## src/rtl/bp_pkg.sv

```systemverilog
// Shared counter encodings and index hash for the gshare branch predictor.
// Optional perf counters are enabled by defining BP_PERF_COUNTERS_EN.
package bp_pkg;

  localparam logic [1:0] SNT = 2'b00;
  localparam logic [1:0] WNT = 2'b01;
  localparam logic [1:0] WT  = 2'b10;
  localparam logic [1:0] ST  = 2'b11;

  localparam logic [1:0] PHT_INIT = WNT;

  localparam int unsigned BP_PC_W   = 64;
  localparam int unsigned BP_HASH_W = 32;

  // PC word index XOR zero-extended history, masked to the table index width
  function automatic logic [BP_HASH_W-1:0] bp_index(input logic [BP_PC_W-1:0]   pc,
                                                    input logic [BP_HASH_W-1:0] hist,
                                                    input int unsigned          index_width);
    logic [BP_HASH_W-1:0] mask;
    mask = (BP_HASH_W'(1) << index_width) - BP_HASH_W'(1);
    return (BP_HASH_W'(pc >> 2) ^ hist) & mask;
  endfunction

  function automatic logic [1:0] bp_sat_update(input logic [1:0] ctr, input logic taken);
    logic [1:0] nxt;
    nxt = ctr;
    if (taken && (ctr != ST)) begin
      nxt = ctr + 2'd1;
    end else if (!taken && (ctr != SNT)) begin
      nxt = ctr - 2'd1;
    end
    return nxt;
  endfunction

endpackage

```

## src/rtl/gshare_branch_predictor_if.sv

```systemverilog
// Fetch/predict and resolve/update bundle for the gshare predictor.
// Perf counter signals exist only when BP_PERF_COUNTERS_EN is defined.
interface gshare_branch_predictor_if #(
  parameter int unsigned ADDR_WIDTH  = 32,
  parameter int unsigned HIST_WIDTH  = 5,
  parameter int unsigned FETCH_WIDTH = 2
) ();

  logic [ADDR_WIDTH-1:0]             fetch_pc_i;
  logic                              fetch_valid_i;
  logic [FETCH_WIDTH-1:0]            is_branch_i;
  logic [FETCH_WIDTH-1:0]            pred_taken_o;
  logic [FETCH_WIDTH*HIST_WIDTH-1:0] pred_hist_o;

  logic                              upd_valid_i;
  logic [ADDR_WIDTH-1:0]             upd_pc_i;
  logic [HIST_WIDTH-1:0]             upd_hist_i;
  logic                              upd_taken_i;
  logic                              upd_mispredict_i;

`ifdef BP_PERF_COUNTERS_EN
  logic [31:0]                       perf_branches_o;
  logic [31:0]                       perf_mispredicts_o;

  modport master (
    output fetch_pc_i, fetch_valid_i, is_branch_i,
    output upd_valid_i, upd_pc_i, upd_hist_i, upd_taken_i, upd_mispredict_i,
    input  pred_taken_o, pred_hist_o,
    input  perf_branches_o, perf_mispredicts_o
  );

  modport slave (
    input  fetch_pc_i, fetch_valid_i, is_branch_i,
    input  upd_valid_i, upd_pc_i, upd_hist_i, upd_taken_i, upd_mispredict_i,
    output pred_taken_o, pred_hist_o,
    output perf_branches_o, perf_mispredicts_o
  );
`else
  modport master (
    output fetch_pc_i, fetch_valid_i, is_branch_i,
    output upd_valid_i, upd_pc_i, upd_hist_i, upd_taken_i, upd_mispredict_i,
    input  pred_taken_o, pred_hist_o
  );

  modport slave (
    input  fetch_pc_i, fetch_valid_i, is_branch_i,
    input  upd_valid_i, upd_pc_i, upd_hist_i, upd_taken_i, upd_mispredict_i,
    output pred_taken_o, pred_hist_o
  );
`endif

endinterface

```

## src/rtl/bp_pht.sv

```systemverilog
// Pattern history table: 2-bit saturating counters, multiple combinational
// read ports, one training write port, async active-low reset to weak not-taken.
module bp_pht
  import bp_pkg::*;
#(
  parameter int unsigned ENTRIES     = 32,
  parameter int unsigned INDEX_WIDTH = $clog2(ENTRIES),
  parameter int unsigned NUM_READ    = 2
) (
  input  logic                   clk,
  input  logic                   reset,
  input  logic [INDEX_WIDTH-1:0] rd_idx [NUM_READ],
  output logic [1:0]             rd_ctr [NUM_READ],
  input  logic                   wr_en,
  input  logic [INDEX_WIDTH-1:0] wr_idx,
  input  logic                   wr_taken
);

  logic [1:0] ctr_q [ENTRIES];

  // Training write; reads in the same cycle see the pre-edge value
  always_ff @(posedge clk or negedge reset) begin
    if (!reset) begin
      for (int e = 0; e < int'(ENTRIES); e++) begin
        ctr_q[e] <= PHT_INIT;
      end
    end else if (wr_en) begin
      ctr_q[wr_idx] <= bp_sat_update(ctr_q[wr_idx], wr_taken);
    end
  end

  always_comb begin
    for (int r = 0; r < int'(NUM_READ); r++) begin
      rd_ctr[r] = ctr_q[rd_idx[r]];
    end
  end

endmodule

```

## src/rtl/gshare_branch_predictor.sv

```systemverilog
// Multi-lane gshare direction predictor: speculative GHR, per-lane history chain
// with taken-squash, misprediction recovery; perf counters under BP_PERF_COUNTERS_EN.
module gshare_branch_predictor
  import bp_pkg::*;
#(
  parameter int unsigned ENTRIES     = 32,
  parameter int unsigned INDEX_WIDTH = $clog2(ENTRIES),
  parameter int unsigned HIST_WIDTH  = 5,
  parameter int unsigned FETCH_WIDTH = 2,
  parameter int unsigned ADDR_WIDTH  = 32
) (
  input logic                     clk,
  input logic                     reset,
  gshare_branch_predictor_if.slave bus
);

  logic [HIST_WIDTH-1:0]  ghr_q;
  logic [HIST_WIDTH-1:0]  lane_hist [FETCH_WIDTH+1];
  logic [FETCH_WIDTH-1:0] taken_seen;
  logic [FETCH_WIDTH-1:0] pred;
  logic [INDEX_WIDTH-1:0] rd_idx [FETCH_WIDTH];
  logic [1:0]             rd_ctr [FETCH_WIDTH];
  logic [INDEX_WIDTH-1:0] wr_idx;

  assign lane_hist[0]  = ghr_q;
  assign taken_seen[0] = 1'b0;

  // Lane i sees history including predictions of earlier live branch lanes
  for (genvar i = 0; i < int'(FETCH_WIDTH); i++) begin : g_lane
    logic [ADDR_WIDTH-1:0] lane_pc;
    logic                  live;

    assign lane_pc   = bus.fetch_pc_i + ADDR_WIDTH'(4 * i);
    assign rd_idx[i] = INDEX_WIDTH'(bp_index(BP_PC_W'(lane_pc), BP_HASH_W'(lane_hist[i]),
                                             INDEX_WIDTH));
    assign live      = bus.is_branch_i[i] & ~taken_seen[i];
    assign pred[i]   = live & rd_ctr[i][1];

    assign lane_hist[i+1] = live ? {lane_hist[i][HIST_WIDTH-2:0], pred[i]} : lane_hist[i];
    assign bus.pred_hist_o[i*HIST_WIDTH +: HIST_WIDTH] = lane_hist[i];

    if (i < int'(FETCH_WIDTH) - 1) begin : g_seen
      assign taken_seen[i+1] = taken_seen[i] | pred[i];
    end
  end

  assign bus.pred_taken_o = pred;

  assign wr_idx = INDEX_WIDTH'(bp_index(BP_PC_W'(bus.upd_pc_i), BP_HASH_W'(bus.upd_hist_i),
                                        INDEX_WIDTH));

  bp_pht #(
    .ENTRIES     (ENTRIES),
    .INDEX_WIDTH (INDEX_WIDTH),
    .NUM_READ    (FETCH_WIDTH)
  ) u_pht (
    .clk      (clk),
    .reset    (reset),
    .rd_idx   (rd_idx),
    .rd_ctr   (rd_ctr),
    .wr_en    (bus.upd_valid_i),
    .wr_idx   (wr_idx),
    .wr_taken (bus.upd_taken_i)
  );

  // Recovery wins over a fetch shift: the fetched bundle is being flushed
  always_ff @(posedge clk or negedge reset) begin
    if (!reset) begin
      ghr_q <= '0;
    end else if (bus.upd_valid_i && bus.upd_mispredict_i) begin
      ghr_q <= {bus.upd_hist_i[HIST_WIDTH-2:0], bus.upd_taken_i};
    end else if (bus.fetch_valid_i) begin
      ghr_q <= lane_hist[FETCH_WIDTH];
    end
  end

`ifdef BP_PERF_COUNTERS_EN
  logic [31:0] perf_branches_q;
  logic [31:0] perf_mispredicts_q;

  // Saturating event counters
  always_ff @(posedge clk or negedge reset) begin
    if (!reset) begin
      perf_branches_q    <= '0;
      perf_mispredicts_q <= '0;
    end else if (bus.upd_valid_i) begin
      if (perf_branches_q != 32'hFFFF_FFFF) begin
        perf_branches_q <= perf_branches_q + 32'd1;
      end
      if (bus.upd_mispredict_i && (perf_mispredicts_q != 32'hFFFF_FFFF)) begin
        perf_mispredicts_q <= perf_mispredicts_q + 32'd1;
      end
    end
  end

  assign bus.perf_branches_o    = perf_branches_q;
  assign bus.perf_mispredicts_o = perf_mispredicts_q;
`endif

endmodule

```

## src/flat_wrapper.sv

```systemverilog
// flat-port wrapper written by rule: the top's interface ports become plain ports
module gshare_branch_predictor_flat import bp_pkg::*;
#(
  parameter int unsigned ENTRIES     = 32,
  parameter int unsigned INDEX_WIDTH = $clog2(ENTRIES),
  parameter int unsigned HIST_WIDTH  = 5,
  parameter int unsigned FETCH_WIDTH = 2,
  parameter int unsigned ADDR_WIDTH  = 32
)
  (clk, reset, bus_fetch_pc_i, bus_fetch_valid_i, bus_is_branch_i, bus_upd_valid_i, bus_upd_pc_i, bus_upd_hist_i, bus_upd_taken_i, bus_upd_mispredict_i, bus_pred_taken_o, bus_pred_hist_o);
  gshare_branch_predictor_if #(.ADDR_WIDTH(ADDR_WIDTH), .HIST_WIDTH(HIST_WIDTH), .FETCH_WIDTH(FETCH_WIDTH)) bus_i ();
  input logic clk;
  input logic reset;
  input wire logic [$bits(bus_i.fetch_pc_i)-1:0] bus_fetch_pc_i;
  input wire logic [$bits(bus_i.fetch_valid_i)-1:0] bus_fetch_valid_i;
  input wire logic [$bits(bus_i.is_branch_i)-1:0] bus_is_branch_i;
  input wire logic [$bits(bus_i.upd_valid_i)-1:0] bus_upd_valid_i;
  input wire logic [$bits(bus_i.upd_pc_i)-1:0] bus_upd_pc_i;
  input wire logic [$bits(bus_i.upd_hist_i)-1:0] bus_upd_hist_i;
  input wire logic [$bits(bus_i.upd_taken_i)-1:0] bus_upd_taken_i;
  input wire logic [$bits(bus_i.upd_mispredict_i)-1:0] bus_upd_mispredict_i;
  output wire logic [$bits(bus_i.pred_taken_o)-1:0] bus_pred_taken_o;
  output wire logic [$bits(bus_i.pred_hist_o)-1:0] bus_pred_hist_o;
  assign bus_i.fetch_pc_i = bus_fetch_pc_i;
  assign bus_i.fetch_valid_i = bus_fetch_valid_i;
  assign bus_i.is_branch_i = bus_is_branch_i;
  assign bus_i.upd_valid_i = bus_upd_valid_i;
  assign bus_i.upd_pc_i = bus_upd_pc_i;
  assign bus_i.upd_hist_i = bus_upd_hist_i;
  assign bus_i.upd_taken_i = bus_upd_taken_i;
  assign bus_i.upd_mispredict_i = bus_upd_mispredict_i;
  assign bus_pred_taken_o = bus_i.pred_taken_o;
  assign bus_pred_hist_o = bus_i.pred_hist_o;
  gshare_branch_predictor #(.ENTRIES(ENTRIES), .INDEX_WIDTH(INDEX_WIDTH), .HIST_WIDTH(HIST_WIDTH), .FETCH_WIDTH(FETCH_WIDTH), .ADDR_WIDTH(ADDR_WIDTH)) u_core (.clk(clk), .reset(reset), .bus(bus_i));
endmodule
```

## config.mk

```make
export PLATFORM = sky130hd
export DESIGN_NAME = gshare_branch_predictor_flat
export DESIGN_NICKNAME = d
export VERILOG_FILES = /design/src/rtl/bp_pkg.sv /design/src/rtl/gshare_branch_predictor_if.sv /design/src/rtl/bp_pht.sv /design/src/rtl/gshare_branch_predictor.sv /design/src/flat_wrapper.sv
export SDC_FILE = /design/constraint.sdc
export NUM_CORES = 1
export LEC_CHECK = 0
export BUFFER_PORTS_ARGS = -buffer_cell sky130_fd_sc_hd__buf_4
export CORE_MARGIN = 4
export CORE_UTILIZATION = 34
export CTS_BUF_LIST = sky130_fd_sc_hd__clkbuf_16
export CTS_CLUSTER_SIZE = 8
export DETAILED_ROUTE_END_ITERATION = 10
export HOLD_SLACK_MARGIN = 0.12
export PLACE_DENSITY = 0.56
export SLEW_MARGIN = 5
export SYNTH_ARGS = -nofsm -noshare
export SYNTH_HDL_FRONTEND = slang
export SYNTH_SLANG_ARGS = --single-unit
```

## constraint.sdc

```tcl
create_clock -name clk -period 3.2 [get_ports clk]
set_input_delay 0.32 -clock clk [delete_from_list [all_inputs] [get_ports clk]]
set_output_delay 0.32 -clock clk [all_outputs]
set_load 0.01 [all_outputs]
```

* After elaboration in Yosys (flattened, before gate mapping)
Cells that the tools add are included.
** Storage, ports and cells
- Register bits :: 69
- Output and inout bits :: 12
- Word-level logic and storage cells :: 77
- Input port bits :: 77
** Cells by class
- Eq/ne operators :: 1
- Multiplexer cells :: 19
- $add $sub $neg :: 3
- Bitwise gates (word level) :: 10
- Reduce and logical (&&, ||, !) cells :: 7
- Magnitude comparators :: 4
** Operators by type and width (count)
- 64-bit bitwise mux :: 1
- 2-bit binary-select mux with 5-bit select :: 3
- 2-bit two-way mux :: 10
- 5-bit two-way mux :: 4
- 6-bit greater-or-equal comparator, second input constant :: 3
- 5-bit inverter with 6-bit output :: 3
- 5-bit bitwise XOR :: 3
- 2-bit demux with 5-bit select :: 1
- 7-bit by 3-bit adder with 7-bit output, second input constant :: 1
- 6-bit by 1-bit < comparator with 1-bit output, second input constant :: 1
- 1-bit logical AND :: 4
- 2-bit nonzero test :: 2
- 1-bit bitwise AND :: 3
- 2-bit by 1-bit adder with 2-bit output, second input constant :: 1
- 2-bit inequality test, second input constant :: 1
- 2-bit by 1-bit subtractor with 2-bit output, second input constant :: 1
- 1-bit logical NOT :: 1
- 1-bit inverter :: 1

* Logic depth before layout (Yosys ltp)
Gate-level depths: netlist of the first run.
- Depth in word-level cells :: 16
- Depth in mapped cells :: 13
- Gate-level depth less buffers :: 11

* Hierarchy
Synthesis of the first run repeated with hierarchy kept, for this count alone.
** Unflattened totals
- Cell total of the unflattened synthesis :: 421
- Area total of the unflattened synthesis :: 4962.3 sq um
** By module, submodules not included
- bp_pht :: instances 1, cells an instance 347, seq. area each 1641.6 sq um, area an instance 4306.6 sq um
- gshare_branch_predictor :: instances 1, cells an instance 74, seq. area each 125.1 sq um, area an instance 655.6 sq um

* Least setup slack after synthesis of the first run
No wires, ideal clock.
- Kind :: reg2out
- Start point :: reg u_core.ghr_q[0]
- End point :: out bus_pred_taken_o[1]
- Path slack :: 147 ps
- Arrival time :: 2733 ps
- Path buffers :: 1
- Stages on the path, launching flop included :: 8
- Required time :: 2880 ps
- Cells stage by stage :: dfrtp_1 -> xor2_2 -> mux4_1 -> a2111oi_1 -> nand2_1 -> a31o_2 -> buf_2 -> nor3b_1
** On the way
- Word-level cells in the longest chain between the ends :: 13
- Elaborated cells on any way between the ends :: 15
- Those cells by class :: 7 x mux; 8 x bitwise
** RTL lines
- from (decl) :: line gshare_branch_predictor.sv:17 : logic [HIST_WIDTH-1:0] ghr_q;
- from (signal assigned) :: line gshare_branch_predictor.sv:71 : ghr_q <= {bus.upd_hist_i[HIST_WIDTH-2:0], bus.upd_taken_i};
- from (signal assigned) :: line gshare_branch_predictor.sv:73 : ghr_q <= lane_hist[FETCH_WIDTH];
- 5-bit bitwise XOR :: line bp_pkg.sv:21 : return (BP_HASH_W'(pc >> 2) ^ hist) & mask;
- 5-bit inverter with 6-bit output (not written as such) :: line bp_pht.sv:34 : rd_ctr[r] = ctr_q[rd_idx[r]];
- 2-bit binary-select mux with 5-bit select :: line bp_pht.sv:34
- 2-bit two-way mux (not written as such) (2 in series) :: line bp_pht.sv:34
- 1-bit bitwise AND :: line gshare_branch_predictor.sv:37 : assign pred[i] = live & rd_ctr[i][1];
- 5-bit two-way mux :: line gshare_branch_predictor.sv:39 : assign lane_hist[i+1] = live ? {lane_hist[i][HIST_WIDTH-2:0], pred[i]} : lane_hist[i];
- 5-bit bitwise XOR :: line bp_pkg.sv:21
- 5-bit inverter with 6-bit output (not written as such) :: line bp_pht.sv:34
- 2-bit binary-select mux with 5-bit select :: line bp_pht.sv:34
- 2-bit two-way mux (not written as such) (2 in series) :: line bp_pht.sv:34
- 1-bit bitwise AND (*) :: line gshare_branch_predictor.sv:37
- to (decl) :: line flat_wrapper.sv:22 : output wire logic [$bits(bus_i.pred_taken_o)-1:0] bus_pred_taken_o;
Mark *: on every way between the ends. The rest lies on a longest branch, timed or not. The select of a mux whose other input is x is not followed.

* Worst setup path in the final report of the first run
Same ends and word-level chain as after synthesis.

==> qor.txt, run 1 <==
Status - finished, violations left
Failing checks - setup timing
Slew @ Worst Pin - 0.897 ns
Slowest-stage cell, CP - mux4_2
Placed Cells - 621
Tot GR Track Use - 0.160
CP Data Arrival Time - 2.89 ns
Post-Layout Inst Area - 5380 µm²
Synthesized area - 4370 µm²
# DRC - 0
Routed wire length per instance - 17.5 µm
Clk buf depth - 2
Sequential element share of the synthesized area - 0.404
Post-DP HPWL - 8.39 mm
Clk_skew - 0.0106 ns
Most common cell after layout, fill and taps aside - nand2_1
Leak - 2.24 nW
Largest net degree at the start of global routing - 70
Die width - 121 µm
Core area - 12600 µm²
Maxcap violations - 0
Critical Path Source Type - register
Fin. max-slew vios - 0
Via count - 3384
Final core utilization - 0.426
Clock share of power - 0.204
Worst EP required - 2.88 ns
Root buffer cell - clkbuf_16
Vias per Instance - 5.29
Clock-pin slew on the worst setup and hold paths - 0.06 ns
Cell repeated most along the worst path - buf_4
Fin Setup TNS - -0.00893 ns
Crit path cell chain - xor2_4, mux4_2, a2111oi_4, buf_4, a221o_1, nand4_1, mux2i_2, nor3b_2, buf_4
Sw Ratio - 0.362
Crit end category - output pin
Relative slew margins - 0.402
Final worst setup slack - -0.00893 ns
Syn. warnings - 0
Seq cells post-synth - 69
Most frequent cells in the layout - nand2_1, buf_4, dfrtp_1, mux2_2, dfstp_2
Post-DP Area - 4990 µm²
Final ANT Viol Nets - 0
Seq pwr share - 0.353
Synth Instances - 409
Library cells used by synthesis - 43
CTS tree - yes
RSZ-0062 raised after global routing - true
H-tree depth - 3
Pre-antenna DRT Iters - 4
Initial Util - 0.347
Power Dens Cells - 893 nW/µm²
CP max stage delay - 0.58 ns
Synthesized net count - 489
Chip height - 121 µm
Gate power share - 0.444
Post-synth EDFFs - 0
Worst skew pair latency - 0.33 ns
Top_reg_cell synth - dfrtp_1
Syn_area_per_cell - 10.7 µm²
Number of global-route vias before repair - 3426
Core Rows - 41
Critical Path Start - u_core.ghr_q[0]$_DFFE_PN0P_
Port Buffers - 34
IO Pins - 89
DR iter-0 viols - 255
Internal Pwr Total - 3.07 mW
Count of final setup violators - 1
Initial antenna violation count - 0
Switching pwr - 1.74 mW
Die area - 14700 µm²
Min cycle time layout - 3.21 ns
Clock Sinks - 69
Peak supply drop - 0.319 mV
Final WL - 11.2 mm
Crit Path Category - register to output pin
First-pass GRT wire length - 18.4 mm
N_diodes - 0
Hold Fails Final Rpt - 0
Maximum clock rate - 312 MHz
Area delta synth->final - 23.0%
Final nets - 543
Min-Delay Path Class - input port to async pin
Ys async rst share - 1.00
Tcrit/Tclk final - 1.00
GRT overflow - 0
Crit path max fanout - 4
Share of cells above drive strength 1 - 0.370
TritonCTS Buffers - 9
Reg2reg start - u_core.ghr_q[0]$_DFFE_PN0P_
Final non-filler cell total - 640
Placer congestion estimate - 0.854
## repair_timing
| item | 4_1_cts | 5_1_grt |
|---|---|---|
| pin swaps | 3 | 2 |
| buffers inserted | 0 | 3 |
| hold buffers | 0 | 0 |
| resized for setup | 12 | 7 |
| endpoints found under the setup margin | 2 | 2 |
## sequential cells by signal, summed over array words and instances, names as in the netlist
| register | cells |
|---|---|
| u_core.u_pht.ctr_q | 64 |
| u_core.ghr_q | 5 |
## kinds of logic after synthesis
logic type                 synth area share
AOI/OAI and AO/OA                    0.0858
DFF                                   0.404
xor gates and xnor gates             0.0598
muxes                                 0.271
adders and majority gates           0.00858
buffers and inverters                0.0246
and+or+nand+nor                       0.146
## through the flow
step	power (mW)	worst slack (ns)	hold slack [ns]
6_report	4.81	-0.00893	0.102
5_1_grt	5.13	-0.147	0.194
4_1_cts	4.77	0.00494	0.139
3_5_place_dp	3.72	-0.0819	0.498
3_3_place_gp	3.64	-0.0146	0.480
2_1_floorplan	3.02	0.147	0.0244
## layer usage
layer	global-route usage	vias to the layer above	wire length, µm
li1	-	1602	-
met1	0.222	1698	5210
met2	0.261	76	5440
met3	0.0182	8	423
met4	0.0567	0	132
met5	0	-	0
## power groups by stage
stage                     Clock (mW)  Sequential, mW  Combinational [mW]
after floorplan                    0            1.57                1.45
after global placement             0            1.66                1.98
after detailed placement           0            1.69                2.03
after CTS                      0.997            1.69                2.09
after global routing            1.04            1.75                2.33
final                          0.978            1.69                2.13
## synth_stat cells, types with 4 or more instances
master | number | area [µm²]
nand2_1 | 87 | 327
dfrtp_1 | 37 | 926
dfstp_2 | 32 | 841
mux2_2 | 32 | 360
o21ai_1 | 30 | 150
mux2i_1 | 21 | 210
nor2_1 | 20 | 75.1
mux4_2 | 18 | 405
xnor2_1 | 15 | 131
nor3_1 | 10 | 50.1
buf_2 | 8 | 40.0
inv_1 | 8 | 30.0
mux4_1 | 8 | 210
o21ai_0 | 8 | 40.0
xor2_1 | 8 | 70.1
a21oi_1 | 6 | 30.0
nor3b_1 | 6 | 45.0
a221o_1 | 4 | 40.0
a22oi_1 | 4 | 30.0
clkbuf_1 | 4 | 15.0
nand3_1 | 4 | 20.0
nand4_1 | 4 | 25.0
o22ai_1 | 4 | 25.0
## worst max-delay path, delay by kind of cell (launching register included)
family | cells | cell delay [ns]
and+or+nand+nor | 2 | 0.31
AOI/OAI and AO/OA | 2 | 0.45
xor gates and xnor gates | 1 | 0.27
muxes | 2 | 0.76
DFF | 1 | 0.44
buffers and inverters | 2 | 0.33
## area by class of cell
cell class,instances,area (µm²)
clock inverter,7,66.3
inverter,8,30.0
multi-input combinational,316,2580
timing repair buffer,59,497
fill,1235,7240
clock buffer,9,225
sequential,69,1770
tap,172,215
## worst paths after layout
kind | to | slack (ns) | cells after the start
worst min-delay path | u_core.u_pht.ctr_q[5]$_DFFE_PN0P_ | 0.10 | 1
worst min register to register | u_core.u_pht.ctr_q[31]$_DFFE_PN0P_ | 0.54 | 2
min in group clk | u_core.ghr_q[2]$_DFFE_PN0P_ | 0.27 | 2
worst max register to register | u_core.ghr_q[3]$_DFFE_PN0P_ | 0.46 | 8
max in group asynchronous | u_core.ghr_q[2]$_DFFE_PN0P_ | 2.43 | 1
worst max-delay path | bus_pred_taken_o[1] | -0.009 | 9
(Power assumes the default switching activity.)
==> inputs of run 2 (changes only) <==
==> constraint.sdc (replaced) <==
create_clock -name clk -period 3.68 [get_ports clk]
set_input_delay 0.368 -clock clk [delete_from_list [all_inputs] [get_ports clk]]
set_output_delay 0.368 -clock clk [all_outputs]
set_load 0.01 [all_outputs]
==> run 2 against run 1 <==
Against the previous run: the run now ends clean; via count down 0.41%; global-route usage up 0.10 points; largest cell class unchanged; cell count down 2.0%; routed wire length up 1.1%; critical endpoint unchanged.
==> qor.txt, run 2 (synthesized netlist as in run 1, its figures left out) <==
Fin Setup TNS - 0 ns (+0.00893 ns)
Maxcap violations - 0 (unchanged)
Met1 WL - 5.14 mm (-1.5%)
CTS tree - yes
TritonCTS Buffers - 9 (unchanged)
Final WL - 11.3 mm (+1.1%)
Crit end category - output pin
Met3 Routed Length - 510 µm (+21%)
Final nets - 530 (-2.4%)
Maximum clock rate - 283 MHz
# DRC - 0 (unchanged)
Slew @ Worst Pin - 0.873 ns (-0.0243 ns)
Status - finished, final reports clean
# fillers - 1252 (+1.4%)
Number of global-route vias before repair - 3458 (+0.93%)
Largest net degree at the start of global routing - 70 (unchanged)
Worst hold margin - 0.147 ns (+0.0449 ns)
Vias per Instance - 5.37 (+1.7%)
DR iter-0 viols - 223 (-13%)
Largest register FFs - 64 (unchanged)
Critical Path Source Type - register
CP Data Arrival Time - 3.17 ns (+0.28 ns)
Area delta synth->final - 19.3%
Initial Util - 0.347 (unchanged)
Peak supply drop - 0.267 mV (-16%)
Leak - 2.18 nW (-2.7%)
Die width - 121 µm (unchanged)
Port Buffers - 34 (unchanged)
Final core utilization - 0.413 (-0.0131)
Relative slew margins - 0.418 (+0.0162)
Tcrit/Tclk final - 0.960
Final non-filler cell total - 627 (-2.0%)
Share of cells above drive strength 1 - 0.332 (-0.0378)
PostCTS Resize Cnt - 1 (-11)
Crit Path Category - register to output pin
RSZ-0062 raised after global routing - false
Post-CTS setup repair buffer count - 0 (unchanged)
Core area - 12600 µm² (unchanged)
H-tree depth - 3 (unchanged)
Final worst setup slack - 0.146 ns (+0.155 ns)
Worst EP required - 3.31 ns (+0.43 ns)
Via count - 3370 (-0.41%)
Most frequent cells in the layout - nand2_1, buf_4, dfrtp_1, mux2_2, dfstp_2
Die area - 14700 µm² (unchanged)
N_diodes - 0 (unchanged)
Core Rows - 41 (unchanged)
Top sig layer - met4
Crit path max fanout - 8 (+4)
Fin. max-slew vios - 0 (unchanged)
Clk_skew - 0.00733 ns (-0.00330 ns)
GRT overflow - 0 (unchanged)
Count of final setup violators - 0 (-1)
Clock-pin slew on the worst setup and hold paths - 0.06 ns (about the same)
Placer congestion estimate - 0.870 (+1.8%)
Most common cell after layout, fill and taps aside - nand2_1
DP Worst Slack - 0.196 ns (+0.278 ns)
Root buffer cell - clkbuf_16
Final ANT Viol Nets - 0 (unchanged)
Min cycle time layout - 3.53 ns
Routed wire length per instance - 18.1 µm (+3.2%)
Min-Delay Path Class - input port to async pin
Biggest regs - u_core.u_pht.ctr_q x64, u_core.ghr_q x5
First-pass GRT wire length - 18.6 mm (+0.79%)
Placed Cells - 611 (-1.6%)
Tot GR Track Use - 0.161 (+0.00102)
Clock Sinks - 69 (unchanged)
Chip height - 121 µm (unchanged)
Hold Fails Final Rpt - 0 (unchanged)
Hold-fix buffers, CTS - 0 (unchanged)
Initial antenna violation count - 0 (unchanged)
Worst skew pair latency - 0.33 ns (about the same)
Met2 routed WL - 5.38 mm (-1.2%)
Power Dens Cells - 785 nW/µm² (-12%)
Clk buf depth - 2 (unchanged)
Pre-antenna DRT Iters - 4 (unchanged)
IO Pins - 89 (unchanged)
Largest register by flop count - u_core.u_pht.ctr_q
Post-DP HPWL - 8.20 mm (-2.2%)
[run 2: power breakdown]
part / internal, mW / switching [mW]
clock network: 0.589 / 0.328
registers: 1.19 / 0.278
logic: 0.836 / 0.875
[run 2: path summary, 6_finish.rpt]
path | startpoint | endpoint | slack [ns] | cells past startpoint
worst max-delay path | u_core.ghr_q[0]$_DFFE_PN0P_ | bus_pred_taken_o[1] | 0.15 | 11
worst min-delay path | reset | u_core.u_pht.ctr_q[15]$_DFFE_PN0P_ | 0.15 | 1
worst max register to register | u_core.ghr_q[0]$_DFFE_PN0P_ | u_core.ghr_q[3]$_DFFE_PN0P_ | 0.66 | 10
worst min register to register | u_core.u_pht.ctr_q[13]$_DFFE_PN0P_ | u_core.u_pht.ctr_q[13]$_DFFE_PN0P_ | 0.53 | 2
max in group asynchronous | reset | u_core.u_pht.ctr_q[21]$_DFFE_PN0P_ | 2.95 | 1
min in group clk | bus_upd_hist_i[1] | u_core.ghr_q[2]$_DFFE_PN0P_ | 0.31 | 2
[run 2: through the flow]
step | power [mW] | instance area (µm²)
floorplan | 2.63 | 4370
global placement | 3.11 | 4880
detailed placement | 3.17 | 4880
CTS | 4.11 | 5200
global route | 4.36 | 5220
finish | 4.10 | 5220
[run 2: cell type report]
cell class	count	area [µm²]	share of cell area
sequential	69	1770	0.339
tap	172	215	0.0413
clock buffer	9	225	0.0432
clock inverter	7	90.1	0.0173
multi-input combinational	316	2530	0.485
inverter	8	30.0	0.00576
timing repair buffer	46	358	0.0686
[run 2: layer usage]
layer  up-vias  track usage
met5         -            0
met4         0       0.0693
met3        21       0.0214
met2        78        0.251
met1      1694        0.226
li1       1577            -
[run 2: critical path: stages, from the launching register on]
cell and delay (ns):
dfrtp_1 0.44, xor2_4 0.30, buf_4 0.25, mux2i_1 0.22
o22ai_1 0.11, a2111oi_0 0.48, buf_4 0.20, nand4_1 0.10
nand4_1 0.14, mux2i_1 0.32, nor3b_1 0.10, buf_4 0.16
